File: src/rtl/uart_pkg.sv
// -----------------------------------------------------------------------------
// uart_pkg
// Shared definitions for the UART transmit scheduler:
//   sched_state_t        - scheduler FSM states
//   FRAME_BITS_DEFAULT   - start + 8 data + stop
//   CLKS_PER_BIT_DEFAULT - clocks per serial bit for the reference UART_Tx build
// -----------------------------------------------------------------------------
package uart_pkg;

    typedef enum logic [1:0] {
        IDLE  = 2'd0,
        LOAD  = 2'd1,
        START = 2'd2,
        WAIT  = 2'd3
    } sched_state_t;

    localparam int FRAME_BITS_DEFAULT   = 10;
    localparam int CLKS_PER_BIT_DEFAULT = 5208;

    // Index width for a requester count; never narrower than one bit.
    function automatic int idx_width(input int n);
        return (n > 1) ? $clog2(n) : 1;
    endfunction

endpackage

File: src/rtl/uart_tx_scheduler_if.sv
// -----------------------------------------------------------------------------
// uart_tx_scheduler_if
// Requester / transmitter bundle around the scheduler.
//   enable, req, req_data           : requester side -> scheduler
//   ack, busy, grant_id             : scheduler -> requester side
//   tx_data, byte_ready, t_byte     : scheduler -> UART_Tx load/start pins
// Modports: master = requester/system side, slave = scheduler.
// -----------------------------------------------------------------------------
interface uart_tx_scheduler_if
    import uart_pkg::*;
#(
    parameter int N_REQ = 4
);
    localparam int GID_W = idx_width(N_REQ);

    logic                 enable;
    logic [N_REQ-1:0]     req;
    logic [N_REQ*8-1:0]   req_data;
    logic [N_REQ-1:0]     ack;
    logic                 busy;
    logic [GID_W-1:0]     grant_id;
    logic [7:0]           tx_data;
    logic                 byte_ready;
    logic                 t_byte;

    modport master (
        output enable, req, req_data,
        input  ack, busy, grant_id, tx_data, byte_ready, t_byte
    );

    modport slave (
        input  enable, req, req_data,
        output ack, busy, grant_id, tx_data, byte_ready, t_byte
    );
endinterface

File: src/rtl/uart_tx_scheduler_rr_arbiter.sv
// -----------------------------------------------------------------------------
// rr_arbiter
// Combinational round-robin pick. The search starts one past the last grant
// and wraps modulo N_REQ, so the previous winner has lowest priority.
//   i_req        : request vector
//   i_last_grant : index granted last time
//   o_winner     : chosen index (holds i_last_grant when nothing requests)
//   o_any_req    : at least one request present
// -----------------------------------------------------------------------------
module rr_arbiter
    import uart_pkg::*;
#(
    parameter  int N_REQ = 4,
    localparam int GID_W = idx_width(N_REQ)
) (
    input  logic [N_REQ-1:0] i_req,
    input  logic [GID_W-1:0] i_last_grant,
    output logic [GID_W-1:0] o_winner,
    output logic             o_any_req
);

    // Scan from the farthest offset down to the nearest so the nearest
    // requesting index after the last grant is the final assignment.
    always_comb begin
        int w_idx;
        w_idx     = 0;
        o_winner  = i_last_grant;
        o_any_req = |i_req;
        for (int off = N_REQ; off >= 1; off--) begin
            w_idx = (int'(i_last_grant) + off) % N_REQ;
            if (i_req[GID_W'(w_idx)]) begin
                o_winner = GID_W'(w_idx);
            end else begin
                o_winner = o_winner;
            end
        end
    end

endmodule

File: src/rtl/uart_tx_scheduler.sv
// -----------------------------------------------------------------------------
// uart_tx_scheduler
// Shares one UART_Tx among N_REQ byte requesters. Grants round-robin, latches
// the winner's byte, drives the UART_Tx load (byte_ready) and start (t_byte)
// sequence, then times the frame with its own counter since UART_Tx has no
// busy output.
//   clk   : system clock, rising edge
//   reset : asynchronous, active-low
//   bus   : uart_tx_scheduler_if.slave (requests, acks, UART_Tx load pins)
// All outputs are registered.
// -----------------------------------------------------------------------------
module uart_tx_scheduler
    import uart_pkg::*;
#(
    parameter int N_REQ        = 4,
    parameter int CLKS_PER_BIT = CLKS_PER_BIT_DEFAULT,
    parameter int FRAME_BITS   = FRAME_BITS_DEFAULT
) (
    input  logic                   clk,
    input  logic                   reset,
    uart_tx_scheduler_if.slave     bus
);

    localparam int GID_W      = idx_width(N_REQ);
    localparam int FRAME_CLKS = FRAME_BITS * CLKS_PER_BIT;
    localparam int CNT_W      = idx_width(FRAME_CLKS);
    localparam logic [CNT_W-1:0] CNT_LAST = CNT_W'(FRAME_CLKS - 1);

    sched_state_t       r_state;
    logic [CNT_W-1:0]   r_cnt;
    logic [N_REQ-1:0]   r_ack;
    logic               r_busy;
    logic [GID_W-1:0]   r_grant_id;
    logic [GID_W-1:0]   r_last_grant;
    logic [7:0]         r_tx_data;
    logic               r_byte_ready;
    logic               r_t_byte;

    logic [GID_W-1:0]   w_winner;
    logic               w_any_req;
    logic [7:0]         w_sel_byte;

    rr_arbiter #(.N_REQ(N_REQ)) u_arb (
        .i_req        (bus.req),
        .i_last_grant (r_last_grant),
        .o_winner     (w_winner),
        .o_any_req    (w_any_req)
    );

    // Byte of the current arbitration winner.
    always_comb begin
        w_sel_byte = bus.req_data[int'(w_winner)*8 +: 8];
    end

    // Scheduler FSM; every output is set on the edge entering its state.
    always_ff @(posedge clk or negedge reset) begin
        if (!reset) begin
            r_state      <= IDLE;
            r_cnt        <= '0;
            r_ack        <= '0;
            r_busy       <= 1'b0;
            r_grant_id   <= '0;
            r_last_grant <= GID_W'(N_REQ - 1);
            r_tx_data    <= 8'h00;
            r_byte_ready <= 1'b0;
            r_t_byte     <= 1'b0;
        end else begin
            case (r_state)
                IDLE: begin
                    if (bus.enable && w_any_req) begin
                        r_state      <= LOAD;
                        r_tx_data    <= w_sel_byte;
                        r_grant_id   <= w_winner;
                        r_last_grant <= w_winner;
                        r_ack        <= N_REQ'(1) << w_winner;
                        r_byte_ready <= 1'b1;
                        r_busy       <= 1'b1;
                    end else begin
                        r_state      <= IDLE;
                    end
                end
                LOAD: begin
                    r_state      <= START;
                    r_ack        <= '0;
                    r_byte_ready <= 1'b1;
                    r_t_byte     <= 1'b1;
                end
                START: begin
                    r_state      <= WAIT;
                    r_byte_ready <= 1'b0;
                    r_t_byte     <= 1'b0;
                    r_cnt        <= '0;
                end
                WAIT: begin
                    // Leaving on CNT_LAST makes WAIT exactly FRAME_CLKS cycles.
                    if (r_cnt == CNT_LAST) begin
                        r_state <= IDLE;
                        r_busy  <= 1'b0;
                        r_cnt   <= '0;
                    end else begin
                        r_cnt   <= r_cnt + CNT_W'(1);
                    end
                end
                default: begin
                    r_state      <= IDLE;
                    r_cnt        <= '0;
                    r_ack        <= '0;
                    r_busy       <= 1'b0;
                    r_byte_ready <= 1'b0;
                    r_t_byte     <= 1'b0;
                end
            endcase
        end
    end

    assign bus.ack        = r_ack;
    assign bus.busy       = r_busy;
    assign bus.grant_id   = r_grant_id;
    assign bus.tx_data    = r_tx_data;
    assign bus.byte_ready = r_byte_ready;
    assign bus.t_byte     = r_t_byte;

endmodule
File: src/flat_wrapper.sv
// flat-port wrapper written by rule: the top's interface ports become plain ports
module uart_tx_scheduler_flat import uart_pkg::*;
#(
    parameter int N_REQ        = 4,
    parameter int CLKS_PER_BIT = CLKS_PER_BIT_DEFAULT,
    parameter int FRAME_BITS   = FRAME_BITS_DEFAULT
)
  (clk, reset, bus_enable, bus_req, bus_req_data, bus_ack, bus_busy, bus_grant_id, bus_tx_data, bus_byte_ready, bus_t_byte);
  uart_tx_scheduler_if #(.N_REQ(N_REQ)) bus_i ();
  input  logic clk;
  input  logic reset;
  input wire logic [$bits(bus_i.enable)-1:0] bus_enable;
  input wire logic [$bits(bus_i.req)-1:0] bus_req;
  input wire logic [$bits(bus_i.req_data)-1:0] bus_req_data;
  output wire logic [$bits(bus_i.ack)-1:0] bus_ack;
  output wire logic [$bits(bus_i.busy)-1:0] bus_busy;
  output wire logic [$bits(bus_i.grant_id)-1:0] bus_grant_id;
  output wire logic [$bits(bus_i.tx_data)-1:0] bus_tx_data;
  output wire logic [$bits(bus_i.byte_ready)-1:0] bus_byte_ready;
  output wire logic [$bits(bus_i.t_byte)-1:0] bus_t_byte;
  assign bus_i.enable = bus_enable;
  assign bus_i.req = bus_req;
  assign bus_i.req_data = bus_req_data;
  assign bus_ack = bus_i.ack;
  assign bus_busy = bus_i.busy;
  assign bus_grant_id = bus_i.grant_id;
  assign bus_tx_data = bus_i.tx_data;
  assign bus_byte_ready = bus_i.byte_ready;
  assign bus_t_byte = bus_i.t_byte;
  uart_tx_scheduler #(.N_REQ(N_REQ), .CLKS_PER_BIT(CLKS_PER_BIT), .FRAME_BITS(FRAME_BITS)) u_core (.clk(clk), .reset(reset), .bus(bus_i));
endmodule
File: config.mk
export PLATFORM = sky130hd
export DESIGN_NAME = uart_tx_scheduler_flat
export DESIGN_NICKNAME = d
export VERILOG_FILES = /design/src/rtl/uart_pkg.sv /design/src/rtl/uart_tx_scheduler_if.sv /design/src/rtl/uart_tx_scheduler_rr_arbiter.sv /design/src/rtl/uart_tx_scheduler.sv /design/src/flat_wrapper.sv
export SDC_FILE = /design/constraint.sdc
export NUM_CORES = 1
export LEC_CHECK = 0
export BUFFER_PORTS_ARGS = -buffer_cell sky130_fd_sc_hd__clkbuf_2
export CORE_MARGIN = 1
export CORE_UTILIZATION = 45
export DETAILED_ROUTE_END_ITERATION = 16
export GPL_TIMING_DRIVEN = 0
export PLACE_DENSITY_LB_ADDON = 0.12
export SLEW_MARGIN = 20
export SYNTH_ARGS = -nofsm -noshare
export SYNTH_HDL_FRONTEND = slang
export SYNTH_SLANG_ARGS = --single-unit
export TNS_END_PERCENT = 10
File: constraint.sdc
create_clock -name clk -period 2.3 [get_ports clk]
set_clock_uncertainty 0.05 [all_clocks]
set_input_delay 0.23 -clock clk [delete_from_list [all_inputs] [get_ports clk]]
set_output_delay 0.23 -clock clk [all_outputs]
set_load 0.02 [all_outputs]
==> results.cfg <==
[cells_and_area]
seqCellArea_sq_um = 928
num-fill-cells = 422
num-nets-final = 348
multiInputGateArea_sq_um = 1140
finish.instance_area_sq_um = 2610
syn2layout_area_growth_pct = 20.8
layout-drive-gt1-share_pct = 24.7
diodes_inserted = 0
non_filler_instance_count_after_layout = 356

[power]
peakVddDrop_v = 0.000344
p_sw_share_pct = 26.8
p_leak_nw = 1.23
clock_share_of_power_pct = 35.1
share_comb_of_total_power_pct = 14.6
switchingPower_uw = 364
p_int_uw = 996
pwr_total_mw = 1.36
power.sequential.fraction_pct = 50.2
power_density_normalized_to_cell_area_nw_per_um2 = 520

[synth]
avgSynthCellArea_sq_um = 8.98
synth.cell_area_sq_um = 2160
synthCells = 241
synth_seq_cells = 37
syn_nets = 286
synth.distinct_cells = 39
synth-warning-count = 0
synth-seq-area-share_pct = 42.9

[cts]
post_cts.repair.setup_buffers = 0
clock-root-buffer = clkbuf_8
clkSinkCount = 37
tritoncts.num_buffers = 5
clock_pin_slew_on_the_worst_setup_and_hold_paths_ns = 0.08
holdBufCountCts = 0
clock_tree.buffer_depth = 2
clock_tree_from_tritoncts = yes
insertion_delay_to_the_later_sink_of_the_worst_skew_pair_ns = 0.29
htreeDepth = 2

[min_path]
hold_path_class = primary input to async pin

[detailed_routing]
wl_microns = 5120
wl_per_cell_microns = 14.4
count_of_routing_violations_after_the_opening_detailed_route_iteration = 99
route.antenna.remaining_nets = 0
drt_pre_antenna_iters = 10
num_vias = 1991
remaining_drc_errors = 7
average_vias_per_placed_instance = 5.59

[global_routing]
antenna_violations_before_repair = 0
first_global_vias = 1913
grt_overflow_total = 0
grtUsageTotal_pct = 21.4
grt_max_degree = 38
wire_length_of_the_first_global_routing_pass_microns = 8630

[critical_path]
crit_family = compound AO/OA/AOI/OAI gates
critical_path.startpoint_type = register
cp.required_ns = 2.41
worst_r2r_startpoint = u_core.r_cnt[8]$_DFFE_PN0P_
worstReg2RegEnd = u_core.r_cnt[9]$_DFFE_PN0P_
worst-endpoint-arrival_ns = 2.26
path_cells = clkbuf_1 -> nand4_1 -> o41ai_4 -> buf_4 -> a31oi_1 -> o21ai_1 -> o31ai_1
crit_cells = 7
setup.worst_path.class = register to register
cp_num_buf_inv = 2
crit_path_max_fanout = 10
timing.reg2reg.setup_slack_ns = 0.15
timing.critical_path.to_type = register
reg2reg_depth = 7
crit_slowest_cell = o41ai_4
critPathMaxStageDelay_ns = 0.58

[placement]
placed_cell_area_sq_um = 2510
routability_congestion_estimate_from_global_placement = 0.845
place.detailed.instances = 348
dp_wirelength_microns = 3680
place.port_buffers = 55

[die]
design.die.area_sq_um = 5090
cell_rows = 24
core_sq_um = 4470
die_width_microns = 71.3
io-pin-count = 56
starting_density_of_the_core_pct = 48.4
die_y_microns = 71.3

[sta]
rsz0062_at_grt = yes
slew_viol_final = 0
timing.final.hold_violations = 0
setup-violations-final = 0
worst-slew-pin-transition_ns = 0.926
min_period_over_period_pct = 93.5
hold_slack_ns = 0.0143
max_clock_freq_ghz = 0.465
period_minus_slack_ns = 2.15
slew_headroom_pct = 38.2

[run_status]
outcome = finished, violations left
failed_checks = DRC

[run]
number_of_maximum_capacitance_constraint_violations = 0
## through the flow
stage          util (%)  setup slack, ns  setup TNS, ns
2_1_floorplan         -            0.288              0
3_3_place_gp       56.0          -0.0886         -0.564
3_5_place_dp       56.1           -0.108         -0.752
4_1_cts            58.2           0.0699              0
5_1_grt            58.4          -0.0145        -0.0459
6_report           58.4            0.150              0
## final cells by class
class	instances	area share, %
buffer	10	1.87
clock buffer	7	3.30
clock inverter	1	0.287
inverter	17	2.44
multi-input combinational	177	43.5
sequential	37	35.5
tap	52	2.49
timing repair buffer	55	10.5
## power groups by stage
| stage | Clock, mW | Sequential [mW] | Combinational [mW] |
|---|---|---|---|
| 6_report | 0.478 | 0.683 | 0.199 |
| 5_1_grt | 0.513 | 0.685 | 0.223 |
| 4_1_cts | 0.490 | 0.683 | 0.201 |
| 3_5_place_dp | 0 | 0.695 | 0.200 |
| 3_3_place_gp | 0 | 0.695 | 0.198 |
| 2_1_floorplan | 0 | 0.715 | 0.0926 |
## layout by cell type, fill, tap and decap left out, types with 5 or more instances in the layout
cell      count
o21ai_1      20
clkbuf_1      6
clkbuf_2     55
clkbuf_8      6
a21oi_1       9
nor2_1       27
a211oi_1     16
nand3_1       8
nand2_1      21
mux2i_1       9
dfrtp_1      35
a31oi_1      15
ha_1          6
inv_1        17
nand4_1       5
## cell usage after synthesis
| master | instances | area (sq um) |
|---|---|---|
| inv_1 | 17 | 63.8 |
| a31oi_1 | 15 | 93.8 |
| a21oi_1 | 9 | 45.0 |
| or4b_4 | 1 | 13.8 |
| xor2_1 | 1 | 8.76 |
| nand2_1 | 21 | 78.8 |
| nand4bb_1 | 1 | 11.3 |
| a21o_1 | 2 | 15.0 |
| nand4_1 | 5 | 31.3 |
| o41ai_1 | 2 | 17.5 |
| o21ai_1 | 20 | 100 |
| and2_1 | 1 | 6.26 |
| o21ai_0 | 3 | 15.0 |
| a211oi_1 | 16 | 120 |
| mux2_2 | 1 | 11.3 |
| a22o_1 | 3 | 26.3 |
| ha_1 | 6 | 75.1 |
| nand2b_1 | 3 | 18.8 |
| dfstp_2 | 2 | 52.6 |
| clkbuf_1 | 5 | 18.8 |
| dfrtp_1 | 35 | 876 |
| o31ai_1 | 3 | 22.5 |
| o41a_1 | 1 | 11.3 |
| buf_2 | 4 | 20.0 |
| nor2b_1 | 1 | 6.26 |
| nor2_1 | 28 | 105 |
| or3_1 | 1 | 6.26 |
| mux2i_1 | 9 | 90.1 |
| nor3_1 | 2 | 10.0 |
| a32o_1 | 1 | 10.0 |
| buf_4 | 1 | 7.51 |
| nand3b_1 | 1 | 7.51 |
| or4_1 | 1 | 7.51 |
| a32oi_1 | 3 | 26.3 |
| and3_1 | 3 | 18.8 |
| nand3_1 | 8 | 40.0 |
| o21a_1 | 1 | 7.51 |
| o41ai_4 | 2 | 55.1 |
| nor4_1 | 2 | 12.5 |
## sequential cells by signal (all words and copies together) (netlist names)
name,count
u_core.r_cnt,16
u_core.bus.tx_data,8
u_core.bus.ack,4
u_core.bus.grant_id,2
u_core.r_last_grant,2
u_core.r_state,2
u_core.bus.busy,1
u_core.bus.byte_ready,1
u_core.bus.t_byte,1
## worst max-delay path by stage
stage	from	end	slack [ns]
floorplan	u_core.r_cnt[13]$_DFFE_PN0P_	u_core.r_cnt[13]$_DFFE_PN0P_	0.29
global placement	u_core.r_state[0]$_DFFE_PN0P_	u_core.bus.tx_data[0]$_DFFE_PN0P_	-0.09
detailed placement	u_core.r_state[0]$_DFFE_PN0P_	u_core.bus.tx_data[7]$_DFFE_PN0P_	-0.11
CTS	u_core.r_state[0]$_DFFE_PN0P_	u_core.bus.tx_data[7]$_DFFE_PN0P_	0.07
global route	u_core.r_last_grant[1]$_DFFE_PN1P_	u_core.bus.tx_data[6]$_DFFE_PN0P_	-0.01
finish	u_core.r_cnt[8]$_DFFE_PN0P_	u_core.r_cnt[9]$_DFFE_PN0P_	0.15
## cells by family after synthesis
| family | share of synthesized area [%] |
|---|---|
| compound gates | 26.1 |
| simple gates | 17.3 |
| buf+inv | 5.09 |
| mux | 4.68 |
| flops | 42.9 |
| fa+ha+maj | 3.47 |
| xor+xnor | 0.405 |
## layer usage
layer  part of all wire (%)  global-route usage [%]
met5                      0                       0
met4                   0.86                    6.89
met3                    4.0                    3.52
met2                     47                    36.7
met1                     48                    27.6
## repair_timing
item,4_1_cts,5_1_grt
resized for setup,1,2
pin swaps,0,1
setup endpoints to repair,8,15
No activity file was read; power rests on OpenSTA's default activity.
